[src/rtl/lvdc_timing_gen_pkg.sv]
// Shared definitions for the LVDC master timing generator: default
// geometry, state encoding and a counter-width helper.
package lvdc_timing_pkg;

  // Default timing geometry, reusable by consumers of the strobes
  localparam int NSUB_DEF  = 4;
  localparam int NBIT_DEF  = 14;
  localparam int NWORD_DEF = 3;

  // State encoding
  localparam logic [1:0] ST_HALT  = 2'd0;
  localparam logic [1:0] ST_RUN   = 2'd1;
  localparam logic [1:0] ST_STEP  = 2'd2;
  localparam logic [1:0] ST_DRAIN = 2'd3;

  typedef enum logic [1:0] {
    HALT  = ST_HALT,
    RUN   = ST_RUN,
    STEP  = ST_STEP,
    DRAIN = ST_DRAIN
  } state_t;

  // Width of a counter holding 0..n-1, never narrower than one bit
  function automatic int cnt_width(input int n);
    return (n > 1) ? $clog2(n) : 1;
  endfunction

endpackage

[src/rtl/lvdc_timing_gen_if.sv]
// Strobe and control bundle between the timing generator (master)
// and the console / gate logic (slave).
interface lvdc_timing_gen_if
  import lvdc_timing_pkg::*;
#(
  parameter int NSUB  = NSUB_DEF,
  parameter int NBIT  = NBIT_DEF,
  parameter int NWORD = NWORD_DEF
) ();

  logic             run;
  logic             step;
  logic [NSUB-1:0]  ph;
  logic [NBIT-1:0]  bt;
  logic [NWORD-1:0] wt;
  logic             eow;
  logic             eoc;
  logic             halted;

  modport master (
    input  run, step,
    output ph, bt, wt, eow, eoc, halted
  );

  modport slave (
    output run, step,
    input  ph, bt, wt, eow, eoc, halted
  );

endinterface

[src/rtl/lvdc_onehot_dec.sv]
// Binary index to one-hot decoder with an enable; output is all-zero
// when the enable is low.
module lvdc_onehot_dec
  import lvdc_timing_pkg::*;
#(
  parameter int N = 4,
  parameter int W = cnt_width(N)
) (
  input  logic [W-1:0] idx,
  input  logic         en,
  output logic [N-1:0] y
);

  // Raise exactly the bit selected by idx while enabled
  always_comb begin
    y = '0;
    for (int i = 0; i < N; i++) begin
      if (en && (idx == W'(i))) begin
        y[i] = 1'b1;
      end else begin
        y[i] = 1'b0;
      end
    end
  end

endmodule

[src/rtl/lvdc_timing_gen.sv]
// Master timing generator: run/halt/step FSM plus cascaded phase, bit
// and word counters. All strobes are decodes of registered state, so
// run/step never reach an output combinationally.
module lvdc_timing_gen
  import lvdc_timing_pkg::*;
#(
  parameter int NSUB  = NSUB_DEF,
  parameter int NBIT  = NBIT_DEF,
  parameter int NWORD = NWORD_DEF
) (
  input logic                clk,
  input logic                rst,
  lvdc_timing_gen_if.master  bus
);

  localparam int SW = cnt_width(NSUB);
  localparam int BW = cnt_width(NBIT);
  localparam int WW = cnt_width(NWORD);

  state_t        state_r;
  state_t        state_nx;
  logic [SW-1:0] sub_r;
  logic [BW-1:0] bit_idx_r;
  logic [WW-1:0] wrd_r;

  logic active_s;
  logic sub_last_s;
  logic bit_last_s;
  logic wrd_last_s;
  logic eow_s;
  logic run_s;
  logic step_s;

  assign run_s      = bus.run;
  assign step_s     = bus.step;
  assign active_s   = (state_r != HALT);
  assign sub_last_s = (sub_r == SW'(NSUB - 1));
  assign bit_last_s = (bit_idx_r == BW'(NBIT - 1));
  assign wrd_last_s = (wrd_r == WW'(NWORD - 1));
  assign eow_s      = active_s & sub_last_s & bit_last_s;

  // State register
  always_ff @(posedge clk or posedge rst) begin
    if (rst) begin
      state_r <= HALT;
    end else begin
      state_r <= state_nx;
    end
  end

  // Next state: halts only ever take effect on an end-of-word edge
  always_comb begin
    state_nx = state_r;
    case (state_r)
      HALT: begin
        if (run_s) begin
          state_nx = RUN;
        end else if (step_s) begin
          state_nx = STEP;
        end else begin
          state_nx = HALT;
        end
      end
      RUN: begin
        if (!run_s) begin
          state_nx = eow_s ? HALT : DRAIN;
        end else begin
          state_nx = RUN;
        end
      end
      DRAIN: begin
        if (run_s) begin
          state_nx = RUN;
        end else if (eow_s) begin
          state_nx = HALT;
        end else begin
          state_nx = DRAIN;
        end
      end
      STEP: begin
        if (eow_s) begin
          state_nx = run_s ? RUN : HALT;
        end else begin
          state_nx = STEP;
        end
      end
      default: begin
        state_nx = HALT;
      end
    endcase
  end

  // Cascaded counters; frozen while halted so a restart resumes at the next word
  always_ff @(posedge clk or posedge rst) begin
    if (rst) begin
      sub_r     <= '0;
      bit_idx_r <= '0;
      wrd_r     <= '0;
    end else if (active_s) begin
      sub_r <= sub_last_s ? '0 : sub_r + SW'(1);
      if (sub_last_s) begin
        bit_idx_r <= bit_last_s ? '0 : bit_idx_r + BW'(1);
      end
      if (sub_last_s && bit_last_s) begin
        wrd_r <= wrd_last_s ? '0 : wrd_r + WW'(1);
      end
    end
  end

  lvdc_onehot_dec #(.N(NSUB), .W(SW)) u_ph_dec (
    .idx (sub_r),
    .en  (active_s),
    .y   (bus.ph)
  );

  lvdc_onehot_dec #(.N(NBIT), .W(BW)) u_bt_dec (
    .idx (bit_idx_r),
    .en  (active_s),
    .y   (bus.bt)
  );

  lvdc_onehot_dec #(.N(NWORD), .W(WW)) u_wt_dec (
    .idx (wrd_r),
    .en  (active_s),
    .y   (bus.wt)
  );

  assign bus.eow    = eow_s;
  assign bus.eoc    = eow_s & wrd_last_s;
  assign bus.halted = ~active_s;

endmodule

[src/flat_wrapper.sv]
// flat-port wrapper written by rule: the top's interface ports become plain ports
module lvdc_timing_gen_flat import lvdc_timing_pkg::*;
#(
  parameter int NSUB  = NSUB_DEF,
  parameter int NBIT  = NBIT_DEF,
  parameter int NWORD = NWORD_DEF
)
  (clk, rst, bus_run, bus_step, bus_ph, bus_bt, bus_wt, bus_eow, bus_eoc, bus_halted);
  lvdc_timing_gen_if #(.NSUB(NSUB), .NBIT(NBIT), .NWORD(NWORD)) bus_i ();
  input logic clk;
  input logic rst;
  input wire logic [$bits(bus_i.run)-1:0] bus_run;
  input wire logic [$bits(bus_i.step)-1:0] bus_step;
  output wire logic [$bits(bus_i.ph)-1:0] bus_ph;
  output wire logic [$bits(bus_i.bt)-1:0] bus_bt;
  output wire logic [$bits(bus_i.wt)-1:0] bus_wt;
  output wire logic [$bits(bus_i.eow)-1:0] bus_eow;
  output wire logic [$bits(bus_i.eoc)-1:0] bus_eoc;
  output wire logic [$bits(bus_i.halted)-1:0] bus_halted;
  assign bus_i.run = bus_run;
  assign bus_i.step = bus_step;
  assign bus_ph = bus_i.ph;
  assign bus_bt = bus_i.bt;
  assign bus_wt = bus_i.wt;
  assign bus_eow = bus_i.eow;
  assign bus_eoc = bus_i.eoc;
  assign bus_halted = bus_i.halted;
  lvdc_timing_gen #(.NSUB(NSUB), .NBIT(NBIT), .NWORD(NWORD)) u_core (.clk(clk), .rst(rst), .bus(bus_i));
endmodule
[config.mk]
export PLATFORM = sky130hd
export DESIGN_NAME = lvdc_timing_gen_flat
export DESIGN_NICKNAME = d
export VERILOG_FILES = /design/src/rtl/lvdc_timing_gen_pkg.sv /design/src/rtl/lvdc_timing_gen_if.sv /design/src/rtl/lvdc_onehot_dec.sv /design/src/rtl/lvdc_timing_gen.sv /design/src/flat_wrapper.sv
export SDC_FILE = /design/constraint.sdc
export NUM_CORES = 1
export LEC_CHECK = 0
export CAP_MARGIN = 10
export CORE_AREA = 2 2 39 41
export CTS_CLUSTER_DIAMETER = 120
export DETAILED_ROUTE_END_ITERATION = 10
export DIE_AREA = 0 0 41 43
export DONT_BUFFER_PORTS = 1
export PLACE_DENSITY = 0.68
export SYNTH_ARGS = -nofsm -noshare
export SYNTH_HDL_FRONTEND = slang
export SYNTH_SLANG_ARGS = --single-unit
[constraint.sdc]
create_clock -name clk -period 2.75 [get_ports clk]
set_clock_uncertainty 0.1 [all_clocks]
set_input_delay 0.6875 -clock clk [delete_from_list [all_inputs] [get_ports clk]]
set_output_delay 0.6875 -clock clk [all_outputs]
set_load 0.01 [all_outputs]
==> summary.log <==
qor: power.p_leak 0.000329 µW
qor: timing.max_slew_margin 73.6%
qor: floorplanning.core-area 1380 µm²
qor: timing.grt_setup_unrepaired false
qor: final_layout.insertedDiodeCount 0
qor: clocking.clockRootBuffer sky130_fd_sc_hd__clkbuf_4
qor: clocking.cts_resized 0
qor: clocking.insertion_delay 0.26 ns
qor: setup_path.critPathKind flop to primary output
qor: setup_path.critPathCaptureType primary output
qor: timing.slew_violations 0
qor: global_routing.globalRouteTotalUtil 16.8%
qor: routing.routed_wirelength 1.26 mm
qor: final_layout.share_of_cells_above_drive_strength_1 12.8%
qor: setup_path.critical_path_arrival 1.81 ns
qor: hold_path.hold_class input pin to async pin
qor: logic_synthesis.synthesis.instances 79
qor: routing.ant_nets 0
qor: global_routing.grt_remaining_overflow 0
qor: routing.dr_total_vias 542
qor: final_layout.layout_commonest_cell sky130_fd_sc_hd__nor2_1
qor: power.power_density 352 nW/µm²
qor: timing.final-hold-violation-count 0
qor: floorplanning.placement_rows 14
qor: power.overall_power 248 µW
qor: setup_path.critical_path_peak_fanout 6
qor: routing.drc 0
qor: setup_path.timing.reg2reg.worst_path_depth 5
qor: final_layout.final_cell_mix sky130_fd_sc_hd__nor2_1 (12), sky130_fd_sc_hd__dfrtp_1 (10), sky130_fd_sc_hd__o21ai_0 (7), sky130_fd_sc_hd__nor3_1 (5)
qor: timing.achievable_clock_frequency 385 MHz
qor: placed_design.place.detailed.instances 91
qor: outcome.run_status complete, no violations
qor: setup_path.worstReg2RegEnd u_core.wrd_r[1]
qor: logic_synthesis.count_of_different_cell_masters_after_synthesis 29
qor: final_layout.fillCellCount 150
qor: timing.period_needed 2.60 ns
qor: routing.first_iter_violations 6
qor: logic_synthesis.synth_async_sr_flop_share 100%
qor: setup_path.worstPathRequired 1.96 ns
qor: logic_synthesis.synth-edff-count 0
qor: clocking.htree_levels 1
qor: global_routing.maximum_number_of_pins_on_one_net_before_global_route_repair 13
qor: clocking.cts.sink_count 10
qor: logic_synthesis.ys_seq_area_share 36.8%
qor: logic_synthesis.ys.flop_type sky130_fd_sc_hd__dfrtp_1
qor: global_routing.grt_pass1_vias 489
qor: final_layout.multi_input_logic_area 388 µm²
qor: logic_synthesis.synth.yosys.warnings 0
qor: clocking.tritoncts_clock_tree yes
qor: final_layout.syn_to_final_growth 3.49%
qor: routing.drt-vias-per-instance 5.77
qor: floorplanning.die_area 1760 µm²
qor: run.max_cap_violations 0
qor: routing.detail_route.first_pass.iterations 3
qor: final_layout.area.sequential 250 µm²
qor: clocking.cts_made_buffers 3
qor: floorplanning.initial_core_util 49.2%
qor: floorplanning.die-height 43 µm
qor: final_layout.instances_no_fill 94
qor: logic_synthesis.synth_nets 87
qor: floorplanning.io_pins 28
qor: logic_synthesis.ys_ff_latch 10
qor: global_routing.grt_pass1_wl 2.07 mm
qor: placed_design.detailed_place_hpwl 966 µm
qor: timing.report.final.setup_viol 0
qor: logic_synthesis.syn-mean-instance-area 8.62 µm²
qor: timing.layout_worst_path_cycle_share 94.6%
qor: timing.worst_pin_slew 0.396 ns
qor: power.max-vdd-ir-drop 199 µV
qor: routing.post_drt_wl_per_cell 13.4 µm
qor: setup_path.r2r_setup_slack 0.93 ns
qor: global_routing.antenna_found_initial 0
qor: setup_path.timing.critical_path.from_type flop
qor: clocking.cts.repair_timing.setup_buffer_count 0
qor: clocking.clock_path_buffers 2
qor: placed_design.place.port_buffers 0
qor: setup_path.r2r_start u_core.sub_r[0]
qor: clocking.holdBufCountCts 0
qor: placed_design.place_congestion 0.728
qor: logic_synthesis.combined_area_of_all_synthesized_cells 681 µm²
qor: timing.tns 0 ns
qor: floorplanning.die_w 41 µm
qor: final_layout.final_nets 88
qor: clocking.cts.clk_slew.worst_paths 0.07 ns
## synthesized netlist by cell type, drive strengths merged (2+ instances only)
master   n  share of area [%]
and2     4                3.7
buf      2                1.5
clkbuf   2                1.3
dfrtp   10                 37
ha       4                7.4
inv      5                2.8
mux2     2                4.4
nand2    4                2.2
nand2b   3                2.8
nand3b   2                2.2
nor2    12                6.6
nor3     5                3.7
nor3b    3                3.3
o21ai    7                5.1
or3      3                3.5
## worst max path at each step
stage	start	to	cells past startpoint	slack, ns
floorplan	u_core.sub_r[0]	bus_eoc	4	0.52
global placement	u_core.sub_r[0]	bus_eoc	4	0.46
detailed placement	u_core.sub_r[0]	bus_eoc	4	0.42
CTS	u_core.sub_r[0]	bus_eoc	4	0.13
global route	u_core.sub_r[0]	bus_eoc	4	0.06
finish	u_core.sub_r[0]	bus_eoc	4	0.15
## state kept, by name (all words and copies together) (netlist names)
signal,count
u_core.state_r,2
u_core.wrd_r,2
u_core.bit_idx_r,4
u_core.sub_r,2
## worst max-delay path, cell delays in order, from the launching register on
cell	delay, ns
sky130_fd_sc_hd__dfrtp_1	0.39
sky130_fd_sc_hd__ha_1	0.28
sky130_fd_sc_hd__o211ai_4	0.13
sky130_fd_sc_hd__or3_4	0.40
sky130_fd_sc_hd__nor3b_1	0.36
## layer usage
metal,global-route usage [%],wire [µm],up-vias
li1,-,-,266
met1,21.0,564,262
met2,27.2,622,12
met3,3.14,51,2
met4,6.00,19,0
met5,0,0,-
## cell type report
| class | count | area share, % |
|---|---|---|
| clock buffers | 3 | 3.20 |
| inverters | 6 | 3.37 |
| multi-input cells | 59 | 55.1 |
| flip-flops and latches | 10 | 35.5 |
| well taps | 16 | 2.84 |
## metrics by stage
stage / hold WS (ns) / setup WS, ns / cell area, µm² / utilization (%)
global placement: 0.472 / 0.461 / 682 / 49.3
finish: 0.192 / 0.150 / 704 / 50.9
CTS: 0.204 / 0.132 / 704 / 50.9
detailed placement: 0.480 / 0.416 / 682 / 49.3
floorplan: 0.428 / 0.523 / 681 / -
global route: 0.219 / 0.0649 / 704 / 50.9
## cells by family (layout without fill, tap and decap cells)
logic type | after synthesis | after routing | synth area share (%)
compound gates | 12 | 12 | 12.5
mux | 2 | 2 | 4.41
xor+xnor | 1 | 1 | 1.29
simple gates | 40 | 40 | 31.4
flops | 10 | 10 | 36.8
fa+ha+maj | 4 | 4 | 7.35
buf+inv | 10 | 9 | 6.25
## where the power goes
group,internal (µW),switching [µW]
Combinational,0.587,2.94
Clock,50.3,47.0
Sequential,147,0
Total,198,49.9
(Power assumes the default switching activity.)
